--- config.mk ---
export PLATFORM = sky130hd
export DESIGN_NAME = dac_spi_rx
export DESIGN_NICKNAME = d
export VERILOG_FILES = /design/src/rtl/dac_spi_rx.sv
export SDC_FILE = /design/constraint.sdc
export NUM_CORES = 1
export LEC_CHECK = 0
export ABC_AREA = 1
export CAP_MARGIN = 5
export CELL_PAD_IN_SITES_DETAIL_PLACEMENT = 1
export CELL_PAD_IN_SITES_GLOBAL_PLACEMENT = 1
export CORE_ASPECT_RATIO = 1.75
export CORE_UTILIZATION = 39
export DETAILED_ROUTE_END_ITERATION = 12
export GPL_ROUTABILITY_DRIVEN = 0
export PLACE_DENSITY_LB_ADDON = 0.3
export SLEW_MARGIN = 20
export SYNTH_ARGS = -nofsm -noshare
export SYNTH_HDL_FRONTEND = slang
export SYNTH_SLANG_ARGS = --single-unit
--- constraint.sdc ---
create_clock -name s_clk -period 1.5 [get_ports s_clk]
set_input_delay 0.3 -clock s_clk [delete_from_list [all_inputs] [get_ports s_clk]]
set_output_delay 0.3 -clock s_clk [all_outputs]
set_load 0.02 [all_outputs]
--- src/rtl/dac_spi_rx.sv ---
`default_nettype none
// ============================================================================
// Module   : dac_spi_rx
// Purpose  : SPI slave receiver for the 12-bit DAC frame (10 data bits MSB
//            first, then 2 pad bits, chip select active low). The SPI pins
//            are oversampled in the s_clk domain. Each spi_clk rising edge
//            shifts in one bit, and the frame length is checked when chip
//            select is released.
// Revision : 1.0  initial release
// ----------------------------------------------------------------------------
// Ports    : s_clk     in   system clock (at least 4x spi_clk)
//            s_rst     in   asynchronous active-high reset
//            spi_clk   in   serial clock, idles low, sample on rising edge
//            spi_cs_n  in   frame select, active low
//            mosi      in   serial data
//            data_out  out  last valid payload, held between frames
//            data_vld  out  one-cycle pulse when data_out updates
//            frame_err out  one-cycle pulse on a short, long or aborted frame
//            busy      out  high while a frame is being received
// Options  : define DAC_SPI_RX_TIMEOUT_EN to abort frames whose spi_clk
//            stalls for TIMEOUT s_clk cycles
// ============================================================================
module dac_spi_rx #(
    parameter int FRAME_BITS  = 12,
    parameter int DATA_W      = 10,
    parameter int SYNC_STAGES = 2,
    parameter int TIMEOUT     = 255
) (
    input  logic              s_clk,
    input  logic              s_rst,
    input  logic              spi_clk,
    input  logic              spi_cs_n,
    input  logic              mosi,
    output logic [DATA_W-1:0] data_out,
    output logic              data_vld,
    output logic              frame_err,
    output logic              busy
);

    localparam logic [4:0] c_frame_cnt = 5'(FRAME_BITS);

    typedef enum logic [1:0] {
        ST_IDLE    = 2'd0,
        ST_RECV    = 2'd1,
        ST_CHECK   = 2'd2
`ifdef DAC_SPI_RX_TIMEOUT_EN
        ,ST_WAIT_CS = 2'd3
`endif
    } state_t;

    // ------------------------------------------------------------------
    // Input synchronizers and edge detection
    // ------------------------------------------------------------------
    logic [SYNC_STAGES-1:0] r_cs_sync;
    logic [SYNC_STAGES-1:0] r_clk_sync;
    logic [SYNC_STAGES-1:0] r_mosi_sync;
    logic                   r_cs_d;
    logic                   r_clk_d;
    logic                   r_cs_fall;
    logic                   r_cs_rise;
    logic                   r_clk_rise;
    logic                   r_mosi_q;
    // Becomes set once the history register holds a real pin sample
    // rather than its reset preset.
    logic [SYNC_STAGES:0]   r_prime;
    // Only a cs_fall seen after cs has been observed high starts a frame,
    // so a frame already in progress when reset is released is ignored.
    logic                   r_armed;

    logic w_cs;
    logic w_clk;
    logic w_mosi;

    assign w_cs   = r_cs_sync[SYNC_STAGES-1];
    assign w_clk  = r_clk_sync[SYNC_STAGES-1];
    assign w_mosi = r_mosi_sync[SYNC_STAGES-1];

    // Edge pulses are registered; mosi is delayed by the same amount so
    // that the shifted bit stays aligned with its clk_rise pulse.
    always_ff @(posedge s_clk or posedge s_rst) begin
        if (s_rst) begin
            r_cs_sync   <= '1;
            r_clk_sync  <= '0;
            r_mosi_sync <= '0;
            r_cs_d      <= 1'b1;
            r_clk_d     <= 1'b0;
            r_cs_fall   <= 1'b0;
            r_cs_rise   <= 1'b0;
            r_clk_rise  <= 1'b0;
            r_mosi_q    <= 1'b0;
            r_prime     <= '0;
            r_armed     <= 1'b0;
        end else begin
            r_cs_sync   <= {r_cs_sync[SYNC_STAGES-2:0], spi_cs_n};
            r_clk_sync  <= {r_clk_sync[SYNC_STAGES-2:0], spi_clk};
            r_mosi_sync <= {r_mosi_sync[SYNC_STAGES-2:0], mosi};
            r_cs_d      <= w_cs;
            r_clk_d     <= w_clk;
            r_cs_fall   <= r_cs_d & ~w_cs;
            r_cs_rise   <= ~r_cs_d & w_cs;
            r_clk_rise  <= ~r_clk_d & w_clk;
            r_mosi_q    <= w_mosi;
            r_prime     <= {r_prime[SYNC_STAGES-1:0], 1'b1};
            if (r_cs_rise || (r_prime[SYNC_STAGES] && r_cs_d))
                r_armed <= 1'b1;
        end
    end

    // ------------------------------------------------------------------
    // Frame FSM
    // ------------------------------------------------------------------
    state_t                r_state;
    state_t                w_state_nxt;
    logic [FRAME_BITS-1:0] r_shift;
    logic [4:0]            r_bit_cnt;
    logic                  w_clear;
    logic                  w_shift_en;
    logic                  w_vld;
    logic                  w_err;

`ifdef DAC_SPI_RX_TIMEOUT_EN
    logic [7:0] r_idle;
    logic [7:0] w_idle_inc;
    assign w_idle_inc = r_idle + 8'd1;
`else
    logic [7:0] w_unused_timeout;
    assign w_unused_timeout = 8'(TIMEOUT);
`endif

    always_ff @(posedge s_clk or posedge s_rst) begin
        if (s_rst) r_state <= ST_IDLE;
        else       r_state <= w_state_nxt;
    end

    always_comb begin
        w_state_nxt = r_state;
        w_clear     = 1'b0;
        w_vld       = 1'b0;
        w_err       = 1'b0;
        w_shift_en  = (r_state == ST_RECV) && r_clk_rise;
        case (r_state)
            ST_IDLE: begin
                if (r_cs_fall && r_armed) begin
                    w_state_nxt = ST_RECV;
                    w_clear     = 1'b1;
                end
            end
            ST_RECV: begin
                // A clk_rise coinciding with cs_rise is still shifted.
                if (r_cs_rise)
                    w_state_nxt = ST_CHECK;
`ifdef DAC_SPI_RX_TIMEOUT_EN
                else if (!r_clk_rise && (w_idle_inc == 8'(TIMEOUT))) begin
                    w_state_nxt = ST_WAIT_CS;
                    w_err       = 1'b1;
                end
`endif
            end
            ST_CHECK: begin
                if (r_bit_cnt == c_frame_cnt) w_vld = 1'b1;
                else                          w_err = 1'b1;
                // Back-to-back frame: restart directly.
                if (r_cs_fall) begin
                    w_state_nxt = ST_RECV;
                    w_clear     = 1'b1;
                end else begin
                    w_state_nxt = ST_IDLE;
                end
            end
`ifdef DAC_SPI_RX_TIMEOUT_EN
            ST_WAIT_CS: begin
                if (r_cs_rise) w_state_nxt = ST_IDLE;
            end
`endif
            default: w_state_nxt = ST_IDLE;
        endcase
    end

    // ------------------------------------------------------------------
    // Datapath and registered outputs
    // ------------------------------------------------------------------
    always_ff @(posedge s_clk or posedge s_rst) begin
        if (s_rst) begin
            r_shift   <= '0;
            r_bit_cnt <= '0;
            data_out  <= '0;
            data_vld  <= 1'b0;
            frame_err <= 1'b0;
            busy      <= 1'b0;
        end else begin
            if (w_clear) begin
                r_shift   <= '0;
                r_bit_cnt <= '0;
            end else if (w_shift_en) begin
                r_shift <= {r_shift[FRAME_BITS-2:0], r_mosi_q};
                if (r_bit_cnt != 5'd31)
                    r_bit_cnt <= r_bit_cnt + 5'd1;
            end
            if (w_vld)
                data_out <= r_shift[FRAME_BITS-1 -: DATA_W];
            data_vld  <= w_vld;
            frame_err <= w_err;
            busy      <= (w_state_nxt != ST_IDLE);
        end
    end

`ifdef DAC_SPI_RX_TIMEOUT_EN
    always_ff @(posedge s_clk or posedge s_rst) begin
        if (s_rst)
            r_idle <= '0;
        else if (w_clear || r_clk_rise)
            r_idle <= '0;
        else if (r_state == ST_RECV)
            r_idle <= w_idle_inc;
    end
`endif

endmodule
`default_nettype wire
==> impl_results.md <==
- Pin count of the biggest net entering global routing: 49
- ANT nets after route: 0
- Yosys top cell area share: 60.3%
- Worst r2r dst: r_bit_cnt[0]
- Post-DP HPWL: 2340 um
- CP arrival: 1.65 ns
- Die height: 93.5 um
- Vias/cell: 4.79
- Core Box Area: 4620 sq um
- Final setup violating endpoints: 0
- Final hold violations: 0
- Design area: 2230 sq um
- R2R setup slack: 0.09 ns
- Global route total overflow: 0
- CTS Buf Count: 5
- # H-tree levels: 2
- Port-buffer cells: 17
- Synthesized area: 1870 sq um
- Gr usage total: 15.7%
- WL final: 3340 um
- Top FF cell, synth: dfrtp_1
- Total negative slack: 0 ns
- Worst-case reg-to-reg path depth: 8
- Crit path capture: r_bit_cnt[0]
- N_diodes: 0
- Worst VDD drop: 0.000606 V
- Vias: 1212
- DP Cell Count: 243
- Area Growth Syn to Fin: 19.2%
- Ys async rst share: 100%
- Most common library cells after synthesis: nand2_1, dfrtp_1, nor2_1
- Worst Path Class, Setup: reg -> reg
- Row Count: 33
- FF+latch count, synth: 48
- Reg-to-reg critical path startpoint: r_bit_cnt[0]
- Critical path endpoint category: flip-flop
- Cells after Synth: 176
- Root Buffer: clkbuf_8
- Router iterations before antenna repair: 3
- Die ar.: 5080 sq um
- Nets@finish: 208
- PD cells: 1400 nW/um^2
- Synth cell types: 24
- Final Critical Period: 1.41 ns
- Critical-path maximum fanout: 5
- Sequential area share after synthesis: 64.5%
- Vias in the first global route: 1329
- CTS tree: done
- Final WS setup: 0.0910 ns
- DRT iter0 DRCs: 5
- Leakage: 1.16 nW
- EDFF count, synth: 0
- Clk buf depth: 2
- Max_cap viols: 0
- Fin. max-slew vios: 0
- Syn_nets: 184
- Ports: 18
- First-pass GRT wire length: 5800 um
- Max Clock Skew: 0.00919 ns
- Initial Util: 40.4%
- Layout Cells excl Fill: 253
- CP startpoint kind: flip-flop
- Initial antenna violation count: 0
- Hold_buf cts: 0
- Yosys Warn Count: 0
- Critical path origin: r_bit_cnt[0]
- Tot Pwr: 3.11 mW
- Min-Delay Path Class: in -> async
- Later-pin clock latency in the skew report: 0.30 ns
- Top cells by area, synth: dfrtp_1, nand2_1, dfstp_2
- Peak Freq: 710 MHz
- DP Area: 2080 sq um
- Avg WL per Cell: 13.2 um
- Most numerous cell in the Yosys netlist: nand2_1
- Share of cells above drive strength 1: 17.9%
- Clock Sinks: 48
- Run status: complete, no violations
- DR DRC count: 0
- Clock-pin slew on the worst setup and hold paths: 0.09 ns
- Synth area leader: dfrtp_1
- Die W: 54.3 um
- Period utilization: 93.9%
- Dpl ws: 0.0358 ns
- WP data required: 1.74 ns
- Syn_area_per_cell: 10.6 sq um
==> worst max-delay path: stages (launching register included) <==
cell     delay (ns)
dfrtp_1        0.45
ha_4           0.17
inv_1          0.04
nor2_1         0.12
ha_2           0.24
nand2_1        0.08
nand2_2        0.12
nand2_1        0.06
nand2_1        0.07
==> metrics by stage <==
step           hold slack [ns]  utilization (%)
2_1_floorplan            0.304                -
3_3_place_gp             0.332             44.9
3_5_place_dp             0.336             44.9
4_1_cts                  0.354             47.2
5_1_grt                  0.359             48.1
6_report                 0.351             48.1
==> metal layers <==
layer  up-vias  global-route usage (%)  wire (um)
met3         6                    3.90         93
met2        17                    26.5       1820
met4         0                    7.26         70
met5         -                       0          0
li1        590                       -          -
met1       599                    17.7       1360
==> state kept, by name, indices dropped and copies added, names as in the netlist <==
register,flops
r_shift,12
data_out,10
r_bit_cnt,5
r_prime,3
r_clk_sync,2
r_cs_sync,2
r_mosi_sync,2
r_state,2
busy,1
data_vld,1
frame_err,1
r_armed,1
r_clk_d,1
r_clk_rise,1
r_cs_d,1
r_cs_fall,1
r_cs_rise,1
r_mosi_q,1
==> cell type report <==
cell class | instances | area, sq um
clock buffer | 6 | 82.6
fill | 532 | 2400
tap | 52 | 65.1
timing repair buffer | 21 | 196
inverter | 16 | 62.6
multi-input combinational | 108 | 576
clock inverter | 2 | 38.8
sequential | 48 | 1200
==> repair_timing <==
action / in CTS / in global routing
setup buffers: 0 / 2
cloned: 0 / 0
pin swaps: 0 / 2
setup endpoints to repair: 13 / 13
gates resized for setup: 13 / 7
==> worst min path at each step <==
stage,start,endpoint,slack (ns),depth (start not counted)
floorplan,spi_cs_n,r_cs_sync[0],0.30,0
global placement,r_prime[1],r_prime[2],0.33,0
detailed placement,r_prime[1],r_prime[2],0.34,0
CTS,s_rst,data_out[7],0.35,3
global route,s_rst,data_out[7],0.36,3
finish,s_rst,data_out[7],0.35,3
==> cells by family after synthesis <==
kind of cell	synth area share [%]
AOI/OAI and AO/OA	6.23
xor gates and xnor gates	0.469
adders and majority gates	2.01
buffers and inverters	6.10
DFF	64.5
other	0.201
and+or+nand+nor	20.4
==> layout by cell type, fill, tap and decap left out, drive strengths merged <==
cell,count
bufinv,1
nand2,57
ha,3
clkdlybuf4s50,4
nand3,7
o21ai,7
buf,4
a21oi,10
nor3,1
inv,16
dfstp,3
xor2,1
dlygate4sd2,13
clkbuf,6
dfrtp,45
conb,1
nor2,19
nand4,1
o22ai,1
clkinv,1
==> report_power, final <==
part | switching (mW) | leakage (nW) | total, mW | internal (mW)
clock | 0.423 | 0.0614 | 0.968 | 0.545
sequential | 0.177 | 0.611 | 1.66 | 1.48
combinational | 0.278 | 0.492 | 0.483 | 0.205
total | 0.878 | 1.16 | 3.11 | 2.23
Power figures use the tool's default switching activity.
